`src/rtl/sync_debounce.sv`:
```
`default_nettype none
// ============================================================================
//  Module      : sync_debounce
//  Description : Input conditioner for raw asynchronous signals (pushbuttons,
//                switches, off-chip strobes). The input is brought into the
//                i_clk domain through a flop chain, then debounced. A change is
//                accepted only after DEBOUNCE_CYC consecutive equal
//                synchronised samples.
//  Revision    : 1.0 - initial release
// ----------------------------------------------------------------------------
//  Parameters
//    SYNC_STAGES   number of synchroniser flops (>= 2)
//    DEBOUNCE_CYC  consecutive equal samples needed to accept a change (>= 2)
//  Ports
//    i_clk    in   clock
//    i_rstn   in   asynchronous, active-low reset
//    i_async  in   raw asynchronous input
//    i_en     in   debounce enable; 0 holds o_level and aborts a pending change
//    o_level  out  debounced level (registered)
//    o_rise   out  one-cycle pulse when o_level goes 0->1 (registered)
//    o_fall   out  one-cycle pulse when o_level goes 1->0 (registered)
//    o_busy   out  1 while a candidate change is being qualified (registered)
// ============================================================================
module sync_debounce #(
    parameter int SYNC_STAGES  = 2,
    parameter int DEBOUNCE_CYC = 16
) (
    input  logic i_clk,
    input  logic i_rstn,
    input  logic i_async,
    input  logic i_en,
    output logic o_level,
    output logic o_rise,
    output logic o_fall,
    output logic o_busy
);

    // The counter only has to reach DEBOUNCE_CYC-1, so $clog2 is sufficient.
    localparam int CNT_W = (DEBOUNCE_CYC > 1) ? $clog2(DEBOUNCE_CYC) : 1;

    localparam logic [CNT_W-1:0] C_CNT_ONE  = CNT_W'(1);
    localparam logic [CNT_W-1:0] C_CNT_LAST = CNT_W'(DEBOUNCE_CYC - 1);

    typedef enum logic [1:0] {
        IDLE_LOW  = 2'd0,
        WAIT_HIGH = 2'd1,
        IDLE_HIGH = 2'd2,
        WAIT_LOW  = 2'd3
    } state_t;

    // ------------------------------------------------------------------------
    // Synchroniser. It runs every cycle regardless of i_en. Only the last stage
    // is used downstream.
    // ------------------------------------------------------------------------
    logic [SYNC_STAGES-1:0] r_sync;
    logic                   w_s;

    always_ff @(posedge i_clk or negedge i_rstn) begin
        if (!i_rstn) begin
            r_sync <= '0;
        end else begin
            r_sync <= {r_sync[SYNC_STAGES-2:0], i_async};
        end
    end

    assign w_s = r_sync[SYNC_STAGES-1];

    // ------------------------------------------------------------------------
    // Debounce FSM. All outputs are registered alongside the state.
    // o_busy is loaded with "next state is a WAIT_* state".
    // ------------------------------------------------------------------------
    state_t           r_state;
    logic [CNT_W-1:0] r_cnt;
    logic             r_level;
    logic             r_rise;
    logic             r_fall;
    logic             r_busy;

    always_ff @(posedge i_clk or negedge i_rstn) begin
        if (!i_rstn) begin
            r_state <= IDLE_LOW;
            r_cnt   <= '0;
            r_level <= 1'b0;
            r_rise  <= 1'b0;
            r_fall  <= 1'b0;
            r_busy  <= 1'b0;
        end else begin
            // Pulses last for exactly one cycle.
            r_rise <= 1'b0;
            r_fall <= 1'b0;

            if (!i_en) begin
                // Abort any qualification in progress. Fall back to the idle
                // state that matches the level already accepted. This also
                // covers the cycle in which the qualifying sample arrives.
                r_cnt  <= '0;
                r_busy <= 1'b0;
                case (r_state)
                    WAIT_HIGH: r_state <= IDLE_LOW;
                    WAIT_LOW:  r_state <= IDLE_HIGH;
                    default:   r_state <= r_state;
                endcase
            end else begin
                case (r_state)
                    IDLE_LOW: begin
                        if (w_s) begin
                            r_state <= WAIT_HIGH;
                            r_cnt   <= C_CNT_ONE;
                            r_busy  <= 1'b1;
                        end else begin
                            r_cnt   <= '0;
                            r_busy  <= 1'b0;
                        end
                    end

                    WAIT_HIGH: begin
                        if (!w_s) begin
                            // Glitch rejected: return to idle without a pulse.
                            r_state <= IDLE_LOW;
                            r_cnt   <= '0;
                            r_busy  <= 1'b0;
                        end else if (r_cnt == C_CNT_LAST) begin
                            r_state <= IDLE_HIGH;
                            r_cnt   <= '0;
                            r_level <= 1'b1;
                            r_rise  <= 1'b1;
                            r_busy  <= 1'b0;
                        end else begin
                            r_cnt   <= r_cnt + C_CNT_ONE;
                            r_busy  <= 1'b1;
                        end
                    end

                    IDLE_HIGH: begin
                        if (!w_s) begin
                            r_state <= WAIT_LOW;
                            r_cnt   <= C_CNT_ONE;
                            r_busy  <= 1'b1;
                        end else begin
                            r_cnt   <= '0;
                            r_busy  <= 1'b0;
                        end
                    end

                    WAIT_LOW: begin
                        if (w_s) begin
                            r_state <= IDLE_HIGH;
                            r_cnt   <= '0;
                            r_busy  <= 1'b0;
                        end else if (r_cnt == C_CNT_LAST) begin
                            r_state <= IDLE_LOW;
                            r_cnt   <= '0;
                            r_level <= 1'b0;
                            r_fall  <= 1'b1;
                            r_busy  <= 1'b0;
                        end else begin
                            r_cnt   <= r_cnt + C_CNT_ONE;
                            r_busy  <= 1'b1;
                        end
                    end

                    default: begin
                        r_state <= IDLE_LOW;
                        r_cnt   <= '0;
                        r_level <= 1'b0;
                        r_busy  <= 1'b0;
                    end
                endcase
            end
        end
    end

    assign o_level = r_level;
    assign o_rise  = r_rise;
    assign o_fall  = r_fall;
    assign o_busy  = r_busy;

endmodule
`default_nettype wire
```
`config.mk`:
```
export PLATFORM = sky130hd
export DESIGN_NAME = sync_debounce
export DESIGN_NICKNAME = d
export VERILOG_FILES = /design/src/rtl/sync_debounce.sv
export SDC_FILE = /design/constraint.sdc
export NUM_CORES = 1
export LEC_CHECK = 0
export ABC_CLOCK_PERIOD_IN_PS = 2500
export CAP_MARGIN = 0
export CORE_AREA = 2 2 39 41
export CTS_CLUSTER_DIAMETER = 150
export DETAILED_ROUTE_END_ITERATION = 10
export DIE_AREA = 0 0 41 43
export DONT_BUFFER_PORTS = 1
export GPL_TIMING_DRIVEN = 0
export PLACE_DENSITY = 0.52
export SLEW_MARGIN = 20
export SYNTH_ARGS = -nofsm -noshare
export SYNTH_HDL_FRONTEND = slang
export SYNTH_SLANG_ARGS = --single-unit
```
`constraint.sdc`:
```
create_clock -name i_clk -period 2.5 [get_ports i_clk]
set_input_delay 0.375 -clock i_clk [delete_from_list [all_inputs] [get_ports i_clk]]
set_output_delay 0.375 -clock i_clk [all_outputs]
set_load 0.02 [all_outputs]
```
After elaboration in Yosys (flattened, before gate mapping)
Cells that the tools add are included.

storage, ports and cells
  register bits after elaboration = 12
  logic and storage cells = 60
  bits of input ports = 4
  output and inout port bits = 4

operators by class
  equality and inequality tests = 12
  mux-type cells = 35
  $add $sub $neg = 1
  reduce and logical (&&, ||, !) cells = 5

operators by type and width
  cell                                                  number
  2-to-1 mux 1 bit                                      19
  2-to-1 mux 4 bit                                      4
  case mux 4 bit (4 select lines)                       1
  2-to-1 mux 2 bit                                      7
  != test 2 bit (second input constant)                 4
  != test 4 bit (second input constant)                 2
  case mux 2 bit (4 select lines)                       1
  != test 3 bit (second input constant)                 2
  AND reduction 6 bit                                   1
  AND reduction 5 bit                                   1
  adder 4 x 1 -> 4 bit (second input constant)          1
  equality test 2 bit (second input constant)           2
  equality test 4 bit (second input constant)           1
  case mux 1 bit (4 select lines)                       1
  case mux 2 bit (2 select lines)                       1
  nonzero test 3 bit                                    1
  equality test 2 x 1 -> 1 bit (second input constant)  1
  zero test 2 bit                                       1
  case mux 1 bit (2 select lines)                       1
  nonzero test 2 bit                                    1

Longest topological paths before layout
Gate-level depths: netlist (run 1).

  word-level depth = 5
  mapped depth = 4
  depth with buffers taken out = 4

Least setup slack after synthesis (run 1)
No wires, ideal clock.

  path kind = reg2reg
  start point = register r_cnt[0]
  end point = register with a tool-made name
  slack = 1173 ps
  buffers on the path = 0
  stages on the path, launching flop included = 5
  arrival = 1202 ps
  data required time = 2375 ps
  cells stage by stage = dfrtp_1 > ha_1 > and4_4 > nand2_4 > mux2_4

RTL lines
  element                   RTL line  RTL
  start: declaration        73        logic [CNT_W-1:0] r_cnt;
  start signal: assignment  129       r_cnt <= r_cnt + C_CNT_ONE;
  start signal: assignment  157       r_cnt <= r_cnt + C_CNT_ONE;

==> impl_metrics.sql, run 1 <==
INSERT INTO impl_metrics (metric_group, metric, value, unit) VALUES
('run_status', 'run_status', 'finished, final reports clean', ''),
('global_routing', 'grt_remaining_overflow', '0', ''),
('detailed_routing', 'antenna_violating_nets_post_route', '0', ''),
('cells_and_area', 'final_layout_size_suffix_gt1_share', '20.5', '%'),
('synth', 'ys_seq_elements', '12', ''),
('detailed_routing', 'detail_route.first_pass.iterations', '4', ''),
('timing', 'max_slew_margin', '64.3', '%'),
('setup_path', 'reg2reg_setup_slack', '1070', 'ps'),
('die', 'die-width', '41', 'µm'),
('clock_network', 'cts_root_buf', 'sky130_fd_sc_hd__clkbuf_4', ''),
('clock_network', 'htree_num_levels', '1', ''),
('synth', 'share_of_the_yosys_chip_area_belonging_to_registers', '63.0', '%'),
('power_and_ir_drop', 'power-per-cell-area', '666', 'nW/µm²'),
('placement', 'place.detailed.hpwl', '613', 'µm'),
('timing', 'final-hold-violation-count', '0', ''),
('clock_network', 'number_of_sinks_driven_by_the_clock_tree', '12', ''),
('global_routing', 'antenna_found_initial', '0', ''),
('setup_path', 'crit_arrival', '1580', 'ps'),
('cells_and_area', 'stdcell_area', '543', 'µm²'),
('setup_path', 'crit_required', '2650', 'ps'),
('global_routing', 'grt_first_pass_wirelength', '1350', 'µm'),
('min_path', 'min-delay-path-class', 'in -> reg', ''),
('placement', 'routabilityCongestion', '0.681', ''),
('timing', 'post-route-period-util', '57.2', '%'),
('cells_and_area', 'area.growth.synth_to_final', '13.9', '%'),
('die', 'start_util', '34.4', '%'),
('die', 'core', '1380', 'µm²'),
('synth', 'syn_area', '477', 'µm²'),
('placement', 'dp.cells', '55', ''),
('timing', 'timing_max_transition_violations_final', '0', ''),
('setup_path', 'worstSetupEndpointType', 'register', ''),
('power_and_ir_drop', 'p_total', '0.361', 'mW'),
('setup_path', 'timing_worst_setup_path_type', 'reg -> reg', ''),
('detailed_routing', 'drtIter0Drc', '4', ''),
('setup_path', 'worstSetupStartpointType', 'register', ''),
('setup_path', 'cp_max_fo', '5', ''),
('detailed_routing', 'drc', '0', ''),
('timing', 'setup_violations', '0', ''),
('synth', 'yosysUniqueCellTypes', '18', ''),
('cells_and_area', 'antenna_cells_inserted', '0', ''),
('timing', 'fmax', '699', 'MHz'),
('die', 'rows', '14', ''),
('clock_network', 'post-cts-setup-buffer-count', '0', ''),
('clock_network', 'cts_buffer_count', '3', ''),
('cells_and_area', 'non_filler_cells_final', '60', ''),
('synth', 'synth_fp_nets', '44', ''),
('job', 'timing.max_cap.violations', '0', ''),
('global_routing', 'first_global_vias', '312', ''),
('global_routing', 'pin_count_of_the_biggest_net_entering_global_routing', '13', ''),
('synth', 'ys.warnings.count', '0', ''),
('clock_network', 'post_cts_resized', '0', ''),
('cells_and_area', 'number_of_fill_cells', '125', ''),
('placement', 'postPlaceCellArea', '497', 'µm²'),
('clock_network', 'cts_max_path_buffers', '2', ''),
('placement', 'port_buffers', '0', ''),
('die', 'die_y', '43', 'µm'),
('timing', 'worst_clock_skew', '6.63', 'ps'),
('timing', 'tightestPinTransition', '534', 'ps'),
('detailed_routing', 'detail_route.vias_per_cell', '5.02', ''),
('timing', 'tns', '0', 'ps'),
('synth', 'post_synth.cell_area_avg', '12.2', 'µm²'),
('timing', 'post-route-min-period', '1430', 'ps'),
('timing', 'postLayoutSetupSlackWorst', '1070', 'ps'),
('placement', 'placement.setup.worst_slack', '1070', 'ps'),
('synth', 'synth_cells', '39', ''),
('detailed_routing', 'drt-wirelength-per-cell', '13.3', 'µm'),
('clock_network', 'clock_slew_at_reported_path_ffs', '80', 'ps'),
('die', 'boundary_pins', '8', ''),
('detailed_routing', 'vias', '301', ''),
('clock_network', 'worstSkewPairLatency', '260', 'ps'),
('die', 'design.die.area', '1760', 'µm²'),
('global_routing', 'gr-usage-all-layers', '11.3', '%'),
('power_and_ir_drop', 'total_leakage_power', '0.257', 'nW'),
('cells_and_area', 'multi_input_comb_area', '161', 'µm²'),
('detailed_routing', 'wirelength', '798', 'µm'),
('timing', 'rsz_0062_raised_after_global_routing', 'no', ''),
('clock_network', 'postCtsHoldBufs', '1', ''),
('clock_network', 'cts_tree', 'yes', ''),
('cells_and_area', 'seq_area', '300', 'µm²'),
('cells_and_area', 'final_net_count', '50', ''),
('power_and_ir_drop', 'peak_vdd_ir', '0.353', 'mV');
## per-stage QoR
stage / hold WS, ps / utilization, %
3_5_place_dp: 79.7 / 35.9
5_1_grt: 123 / 39.2
6_report: 141 / 39.2
3_3_place_gp: 79.7 / 35.9
4_1_cts: 140 / 39.2
2_1_floorplan: 79.4 / -
## sequential cells by signal (all words and copies together), names as in the netlist, named ones only
signal and count:
r_cnt 4, r_sync 2, o_busy 1, o_fall 1
o_level 1, o_rise 1, r_state 1
## cell type report
cell class / instances / share of cell area, %
clock buffer: 4 / 6.68
inverter: 4 / 2.76
sequential: 12 / 55.3
tap: 16 / 3.69
timing repair buffer: 1 / 1.84
multi-input combinational: 23 / 29.7
## synthesized netlist by cell type, drive strengths merged
| cell | number | area, µm² |
|---|---|---|
| a31oi | 1 | 6.26 |
| inv | 4 | 15.0 |
| xor2 | 1 | 8.76 |
| nor3 | 1 | 5.00 |
| and4 | 1 | 11.3 |
| o21ai | 1 | 5.00 |
| nand2 | 2 | 15.0 |
| nor2 | 4 | 15.0 |
| a31o | 2 | 17.5 |
| nand3 | 1 | 5.00 |
| dfrtp | 12 | 300 |
| ha | 1 | 12.5 |
| nand4b | 1 | 8.76 |
| a21oi | 4 | 20.0 |
| nor3b | 1 | 7.51 |
| xnor2 | 1 | 8.76 |
| mux2 | 1 | 15.0 |
## worst paths after layout
check / depth (start not counted) / end / from
worst max register to register: 4 / register / r_cnt[0]$_DFF_PN0_
worst min register to register: 0 / r_sync[1]$_DFF_PN0_ / r_sync[0]$_DFF_PN0_
min in group asynchronous: 1 / o_fall$_DFF_PN0_ / i_rstn
worst min-delay path: 0 / r_sync[0]$_DFF_PN0_ / i_async
worst max-delay path: 4 / register / r_cnt[0]$_DFF_PN0_
max in group asynchronous: 1 / o_busy$_DFF_PN0_ / i_rstn
## cells in the final DEF, fill, tap and decap left out
cell / n
sky130_fd_sc_hd__dfrtp_1: 12
sky130_fd_sc_hd__a21oi_1: 4
sky130_fd_sc_hd__nor2_1: 4
sky130_fd_sc_hd__inv_1: 4
sky130_fd_sc_hd__clkbuf_4: 3
sky130_fd_sc_hd__a31o_2: 2
sky130_fd_sc_hd__xor2_1: 1
sky130_fd_sc_hd__nand2_1: 1
sky130_fd_sc_hd__nand3_1: 1
sky130_fd_sc_hd__xnor2_1: 1
sky130_fd_sc_hd__and4_4: 1
sky130_fd_sc_hd__nand4b_1: 1
sky130_fd_sc_hd__o21ai_0: 1
sky130_fd_sc_hd__nand2_4: 1
sky130_fd_sc_hd__nor3b_1: 1
sky130_fd_sc_hd__nor3_1: 1
sky130_fd_sc_hd__mux2_4: 1
sky130_fd_sc_hd__a31oi_1: 1
sky130_fd_sc_hd__ha_1: 1
sky130_fd_sc_hd__clkbuf_8: 1
sky130_fd_sc_hd__dlygate4sd3_1: 1
## worst max-delay path: stages (launching register included)
cell	delay, ps
sky130_fd_sc_hd__dfrtp_1	410
sky130_fd_sc_hd__ha_1	260
sky130_fd_sc_hd__and4_4	300
sky130_fd_sc_hd__nand2_4	70
sky130_fd_sc_hd__mux2_4	290
## logic make-up after synthesis
| family | count (synthesis) | share of synthesized area (%) |
|---|---|---|
| simple gates | 11 | 14.2 |
| mux | 1 | 3.15 |
| xor+xnor | 2 | 3.68 |
| fa+ha+maj | 1 | 2.62 |
| compound gates | 8 | 10.2 |
| flops | 12 | 63.0 |
| buf+inv | 4 | 3.15 |
## report_power, final
part | switching (mW) | internal [mW]
Clock | 0.0595 | 0.0882
Combinational | 0.00670 | 0.00389
Sequential | 0.00487 | 0.198
Total | 0.0711 | 0.290
## routing by layer
layer  wire [µm]  vias to the layer above  track usage (%)
li1            -                      144                -
met1         335                      149             14.8
met2         422                        6             16.9
met3          31                        2             3.66
met4           8                        0             4.00
met5           0                        -                0
No activity file was read; power rests on OpenSTA's default activity.
==> run 2, diff against run 1 <==
- ABC_CLOCK_PERIOD_IN_PS: 2500 -> 1400
- clock period: 2.5 -> 1.4 ns (I/O delays scaled with it)
==> impl_metrics.sql, run 2 (synthesized netlist as in run 1, its figures left out) <==
INSERT INTO impl_metrics (metric_group, metric, value, unit) VALUES
('detailed_routing', 'drt-wirelength-per-cell', '13.2', 'µm'),
('timing', 'rsz_0062_raised_after_global_routing', 'no', ''),
('clock_network', 'cts_max_path_buffers', '2', ''),
('timing', 'fmax', '748', 'MHz'),
('power_and_ir_drop', 'peak_vdd_ir', '0.625', 'mV'),
('timing', 'worst_clock_skew', '8.28', 'ps'),
('die', 'die_y', '43', 'µm'),
('timing', 'post-route-period-util', '95.5', '%'),
('timing', 'tightestPinTransition', '530', 'ps'),
('timing', 'setup_violations', '0', ''),
('global_routing', 'grt_remaining_overflow', '0', ''),
('clock_network', 'number_of_sinks_driven_by_the_clock_tree', '12', ''),
('detailed_routing', 'drc', '0', ''),
('cells_and_area', 'top_regs', 'r_cnt x4, r_sync x2', ''),
('cells_and_area', 'top_register', 'r_cnt', ''),
('job', 'timing.max_cap.violations', '0', ''),
('min_path', 'holdPathEnd', 'o_rise$_DFF_PN0_', ''),
('placement', 'port_buffers', '0', ''),
('clock_network', 'htree_num_levels', '1', ''),
('setup_path', 'crit_required', '1550', 'ps'),
('cells_and_area', 'final_layout_size_suffix_gt1_share', '23.9', '%'),
('setup_path', 'worstSetupEndpointType', 'register', ''),
('power_and_ir_drop', 'power-per-cell-area', '1130', 'nW/µm²'),
('die', 'design.die.area', '1760', 'µm²'),
('setup_path', 'cp_max_fo', '5', ''),
('global_routing', 'grt_first_pass_wirelength', '1420', 'µm'),
('placement', 'placement.setup.worst_slack', '-28.2', 'ps'),
('setup_path', 'timing_worst_setup_path_type', 'reg -> reg', ''),
('cells_and_area', 'antenna_cells_inserted', '0', ''),
('clock_network', 'worstSkewPairLatency', '260', 'ps'),
('global_routing', 'pin_count_of_the_biggest_net_entering_global_routing', '13', ''),
('clock_network', 'clock_slew_at_reported_path_ffs', '80', 'ps'),
('setup_path', 'crit_arrival', '1490', 'ps'),
('setup_path', 'worst_reg_to_reg_path_cell_count', '4', ''),
('power_and_ir_drop', 'total_leakage_power', '0.265', 'nW'),
('cells_and_area', 'non_filler_cells_final', '62', ''),
('timing', 'max_slew_margin', '64.6', '%'),
('clock_network', 'cts_tree', 'yes', ''),
('die', 'start_util', '34.4', '%'),
('cells_and_area', 'layout.cells.most_common', 'sky130_fd_sc_hd__dfrtp_1', ''),
('placement', 'place.detailed.hpwl', '613', 'µm'),
('cells_and_area', 'final_net_count', '52', ''),
('setup_path', 'reg2reg_setup_slack', '60', 'ps'),
('clock_network', 'cts_root_buf', 'sky130_fd_sc_hd__clkbuf_4', ''),
('timing', 'hold_slack', '79.2', 'ps'),
('global_routing', 'first_global_vias', '323', ''),
('cells_and_area', 'most-common-layout-cells', '12 x sky130_fd_sc_hd__dfrtp_1, 4 x sky130_fd_sc_hd__a21oi_1, 4 x sky130_fd_sc_hd__nor2_1, 4 x sky130_fd_sc_hd__inv_1, 3 x sky130_fd_sc_hd__clkbuf_4', ''),
('run_status', 'run_status', 'finished, final reports clean', ''),
('timing', 'final-hold-violation-count', '0', ''),
('die', 'boundary_pins', '8', ''),
('global_routing', 'gr-usage-all-layers', '11.9', '%'),
('cells_and_area', 'largest_reg_flops', '4', ''),
('min_path', 'hold_path_startpoint', 'i_en', ''),
('cells_and_area', 'finalCoreUtilization', '41.4', '%'),
('detailed_routing', 'vias', '307', ''),
('cells_and_area', 'number_of_fill_cells', '127', ''),
('clock_network', 'cts_buffer_count', '3', ''),
('detailed_routing', 'wirelength', '821', 'µm'),
('timing', 'post-route-min-period', '1340', 'ps'),
('global_routing', 'antenna_found_initial', '0', ''),
('min_path', 'whs_path_depth', '2', ''),
('placement', 'routabilityCongestion', '0.681', ''),
('detailed_routing', 'detail_route.first_pass.iterations', '2', ''),
('timing', 'postLayoutSetupSlackWorst', '62.9', 'ps'),
('cells_and_area', 'area.growth.synth_to_final', '20.2', '%'),
('die', 'die-width', '41', 'µm'),
('min_path', 'min-delay-path-class', 'in -> reg', ''),
('setup_path', 'worstSetupStartpointType', 'register', ''),
('timing', 'timing_max_transition_violations_final', '0', ''),
('die', 'rows', '14', ''),
('die', 'core', '1380', 'µm²'),
('detailed_routing', 'detail_route.vias_per_cell', '4.95', ''),
('timing', 'tns', '0', 'ps'),
('detailed_routing', 'drtIter0Drc', '2', ''),
('detailed_routing', 'antenna_violating_nets_post_route', '0', ''),
('placement', 'dp.cells', '55', ''),
('setup_path', 'r2r_start', 'r_cnt[0]$_DFF_PN0_', '');
## run 2: routing by layer
| layer | share of wire, % | up-vias | routed length (µm) | global-route usage (%) |
|---|---|---|---|---|
| li1 | - | 148 | - | - |
| met5 | 0 | - | 0 | 0 |
| met4 | 0.97 | 0 | 8 | 4.00 |
| met2 | 53 | 4 | 437 | 18.1 |
| met1 | 42 | 153 | 348 | 15.5 |
| met3 | 3.2 | 2 | 26 | 3.66 |
## run 2: worst max-delay path by stage
| stage | startpoint | to | slack (ps) | cells past startpoint |
|---|---|---|---|---|
| global placement | r_cnt[0]$_DFF_PN0_ | register | 30 | 4 |
| CTS | r_cnt[1]$_DFF_PN0_ | register | 30 | 4 |
| detailed placement | r_cnt[0]$_DFF_PN0_ | register | -30 | 4 |
| global route | r_cnt[0]$_DFF_PN0_ | register | 20 | 4 |
| floorplan | r_cnt[0]$_DFF_PN0_ | register | 70 | 4 |
| finish | r_cnt[0]$_DFF_PN0_ | register | 60 | 4 |
## run 2: area by class of cell
| type | count | area (µm²) | share of cell area [%] |
|---|---|---|---|
| multi-input combinational | 23 | 174 | 30.3 |
| clock buffer | 4 | 36.3 | 6.33 |
| inverter | 4 | 15.0 | 2.62 |
| timing repair buffer | 3 | 27.5 | 4.80 |
| sequential | 12 | 300 | 52.4 |
| tap | 16 | 20.0 | 3.49 |
## run 2: through the flow
| step | cell area [µm²] | total power, mW |
|---|---|---|
| 2_1_floorplan | 477 | 0.377 |
| 3_3_place_gp | 497 | 0.380 |
| 3_5_place_dp | 497 | 0.381 |
| 4_1_cts | 563 | 0.655 |
| 5_1_grt | 573 | 0.677 |
| 6_report | 573 | 0.650 |
## run 2: repair_timing
item / in CTS / in global routing
endpoints found under the setup margin: 1 / 1
setup buffers: 1 / 0
hold endpoints to repair: 13 / 0
resized for setup: 1 / 1
hold buffers: 2 / 0
## run 2: report_power, final
part	switching [mW]	leakage [nW]	internal (mW)	total, mW
sequential	0.00887	0.160	0.354	0.363
combinational	0.0135	0.0839	0.0111	0.0247
clock	0.104	0.0210	0.158	0.262
## run 2: critical path, cell delays in order (launching register included)
cell and delay, ps:
sky130_fd_sc_hd__dfrtp_1 410, sky130_fd_sc_hd__ha_4 180, sky130_fd_sc_hd__and4_4 280, sky130_fd_sc_hd__nand2_4 70
sky130_fd_sc_hd__mux2_4 290
==> run 3, diff against run 2 <==
- ABC_CLOCK_PERIOD_IN_PS: 1400 -> 1300
- SETUP_SLACK_MARGIN: not set -> 0.5
- clock period: 1.4 -> 1.3 ns (I/O delays scaled with it)
==> impl_metrics.sql, run 3 (synthesized netlist as in run 1, its figures left out) <==
INSERT INTO impl_metrics (metric_group, metric, value, unit) VALUES
('placement', 'dp.cells', '55', ''),
('global_routing', 'grt_first_pass_wirelength', '1490', 'µm'),
('clock_network', 'worstSkewPairLatency', '270', 'ps'),
('setup_path', 'cp_max_fo', '4', ''),
('setup_path', 'crit_arrival', '1420', 'ps'),
('setup_path', 'cp_cell_sequence', 'ha_4 > and4_4 > nand2_4 > mux2_4', ''),
('die', 'boundary_pins', '8', ''),
('setup_path', 'r2r_start', 'r_cnt[0]$_DFF_PN0_', ''),
('power_and_ir_drop', 'power-per-cell-area', '1090', 'nW/µm²'),
('die', 'design.die.area', '1760', 'µm²'),
('detailed_routing', 'detail_route.first_pass.iterations', '1', ''),
('placement', 'routabilityCongestion', '0.679', ''),
('global_routing', 'grt_remaining_overflow', '0', ''),
('placement', 'postPlaceCellArea', '509', 'µm²'),
('cells_and_area', 'antenna_cells_inserted', '0', ''),
('cells_and_area', 'final_layout_size_suffix_gt1_share', '50.0', '%'),
('die', 'die_y', '43', 'µm'),
('timing', 'post-route-period-util', '96.7', '%'),
('timing', 'timing_max_transition_violations_final', '0', ''),
('job', 'timing.max_cap.violations', '0', ''),
('clock_network', 'number_of_sinks_driven_by_the_clock_tree', '12', ''),
('detailed_routing', 'drc', '0', ''),
('cells_and_area', 'top_register', 'r_cnt', ''),
('timing', 'post-route-min-period', '1260', 'ps'),
('cells_and_area', 'top_regs', 'r_cnt x4, r_sync x2', ''),
('power_and_ir_drop', 'total_leakage_power', '0.296', 'nW'),
('cells_and_area', 'stdcell_area', '656', 'µm²'),
('cells_and_area', 'number_of_fill_cells', '138', ''),
('timing', 'tightestPinTransition', '529', 'ps'),
('detailed_routing', 'wirelength', '889', 'µm'),
('cells_and_area', 'layout.cells.most_common', 'sky130_fd_sc_hd__dfrtp_1', ''),
('setup_path', 'cp-startpoint', 'r_cnt[0]$_DFF_PN0_', ''),
('clock_network', 'htree_num_levels', '1', ''),
('placement', 'port_buffers', '0', ''),
('global_routing', 'gr-usage-all-layers', '13.2', '%'),
('die', 'rows', '14', ''),
('clock_network', 'cts_buffer_count', '3', ''),
('detailed_routing', 'vias', '330', ''),
('clock_network', 'clock_slew_at_reported_path_ffs', '80', 'ps'),
('placement', 'place.detailed.hpwl', '558', 'µm'),
('clock_network', 'cts_max_path_buffers', '2', ''),
('global_routing', 'antenna_found_initial', '0', ''),
('clock_network', 'cts_tree', 'yes', ''),
('detailed_routing', 'detail_route.vias_per_cell', '4.85', ''),
('min_path', 'min-delay-path-class', 'in -> reg', ''),
('setup_path', 'worstSetupStartpointType', 'register', ''),
('clock_network', 'cts_root_buf', 'sky130_fd_sc_hd__clkbuf_4', ''),
('global_routing', 'pin_count_of_the_biggest_net_entering_global_routing', '13', ''),
('cells_and_area', 'area.growth.synth_to_final', '37.5', '%'),
('setup_path', 'reg2reg_setup_slack', '40', 'ps'),
('setup_path', 'crit_path_top_delay_cell', 'sky130_fd_sc_hd__dfrtp_1', ''),
('cells_and_area', 'non_filler_cells_final', '68', ''),
('detailed_routing', 'drtIter0Drc', '0', ''),
('power_and_ir_drop', 'p_total', '0.712', 'mW'),
('die', 'start_util', '34.4', '%'),
('setup_path', 'timing_worst_setup_path_type', 'reg -> reg', ''),
('power_and_ir_drop', 'peak_vdd_ir', '0.712', 'mV'),
('timing', 'setup_violations', '0', ''),
('timing', 'final-hold-violation-count', '0', ''),
('setup_path', 'worst_reg_to_reg_path_cell_count', '4', ''),
('detailed_routing', 'drt-wirelength-per-cell', '13.1', 'µm'),
('die', 'die-width', '41', 'µm'),
('cells_and_area', 'most-common-layout-cells', '9 x sky130_fd_sc_hd__dfrtp_1, 5 x sky130_fd_sc_hd__buf_4, 4 x sky130_fd_sc_hd__inv_1', ''),
('cells_and_area', 'largest_reg_flops', '4', ''),
('placement', 'placement.setup.worst_slack', '-19.7', 'ps'),
('timing', 'max_slew_margin', '64.6', '%'),
('timing', 'fmax', '795', 'MHz'),
('setup_path', 'worstSetupEndpointType', 'register', ''),
('timing', 'worst_clock_skew', '6.53', 'ps'),
('cells_and_area', 'final_net_count', '58', ''),
('die', 'core', '1380', 'µm²'),
('setup_path', 'crit_required', '1460', 'ps'),
('detailed_routing', 'antenna_violating_nets_post_route', '0', ''),
('timing', 'rsz_0062_raised_after_global_routing', 'yes', ''),
('run_status', 'run_status', 'finished, final reports clean', ''),
('setup_path', 'cp_slowest_stage_delay', '400', 'ps'),
('global_routing', 'first_global_vias', '364', ''),
('timing', 'postLayoutSetupSlackWorst', '42.3', 'ps');
[run 3: final cells by class]
cell class	count	area, µm²	area share, %
Sequential cell	12	304	46.4
Clock buffer	4	36.3	5.53
Tap cell	16	20.0	3.05
Timing Repair Buffer	9	80.1	12.2
Multi-Input combinational cell	23	200	30.5
Inverter	4	15.0	2.29
[run 3: metrics by stage]
stage	setup TNS, ps	hold slack, ps	util, %
floorplan	0	-101	-
global placement	0	-100	36.8
detailed placement	-19.7	-100	36.8
CTS	0	64.5	46.8
global route	0	71.9	47.4
finish	0	72.8	47.4
[run 3: worst min-delay path by stage]
| stage | depth (start not counted) | end | slack (ps) | startpoint |
|---|---|---|---|---|
| 6_report | 2 | o_fall$_DFF_PN0_ | 70 | i_en |
| 5_1_grt | 2 | o_fall$_DFF_PN0_ | 70 | i_en |
| 4_1_cts | 2 | o_fall$_DFF_PN0_ | 60 | i_en |
| 3_5_place_dp | 0 | o_level$_DFFE_PN0P_ | -100 | i_rstn |
| 3_3_place_gp | 0 | o_level$_DFFE_PN0P_ | -100 | i_rstn |
| 2_1_floorplan | 0 | asynchronous set/reset pin | -100 | i_rstn |
[run 3: worst max-delay path, delay by kind of cell (launching register included)]
kind,cells,cell delay (ps)
flops,1,400
simple gates,2,310
mux,1,290
fa+ha+maj,1,150
[run 3: report_power, final]
group | leakage [nW] | internal, mW | switching (mW)
logic | 0.120 | 0.0136 | 0.0172
registers | 0.155 | 0.382 | 0.00987
clock network | 0.0210 | 0.170 | 0.120
total | 0.296 | 0.565 | 0.147
[run 3: per-layer routing]
layer | vias up | share of wire (%) | GRT usage, %
met5 | - | 0 | 0
met4 | 0 | 0.45 | 10.0
met3 | 2 | 3.3 | 2.09
met2 | 6 | 57 | 21.6
met1 | 161 | 39 | 13.9
li1 | 161 | - | -
[run 3: repair_timing]
action                     4_1_cts  5_1_grt
hold buffers                     2        0
buffers inserted                 7        0
setup endpoints to repair       14       14
resized for setup                9        3
pin swaps                        4        2
hold endpoints to repair        13        0
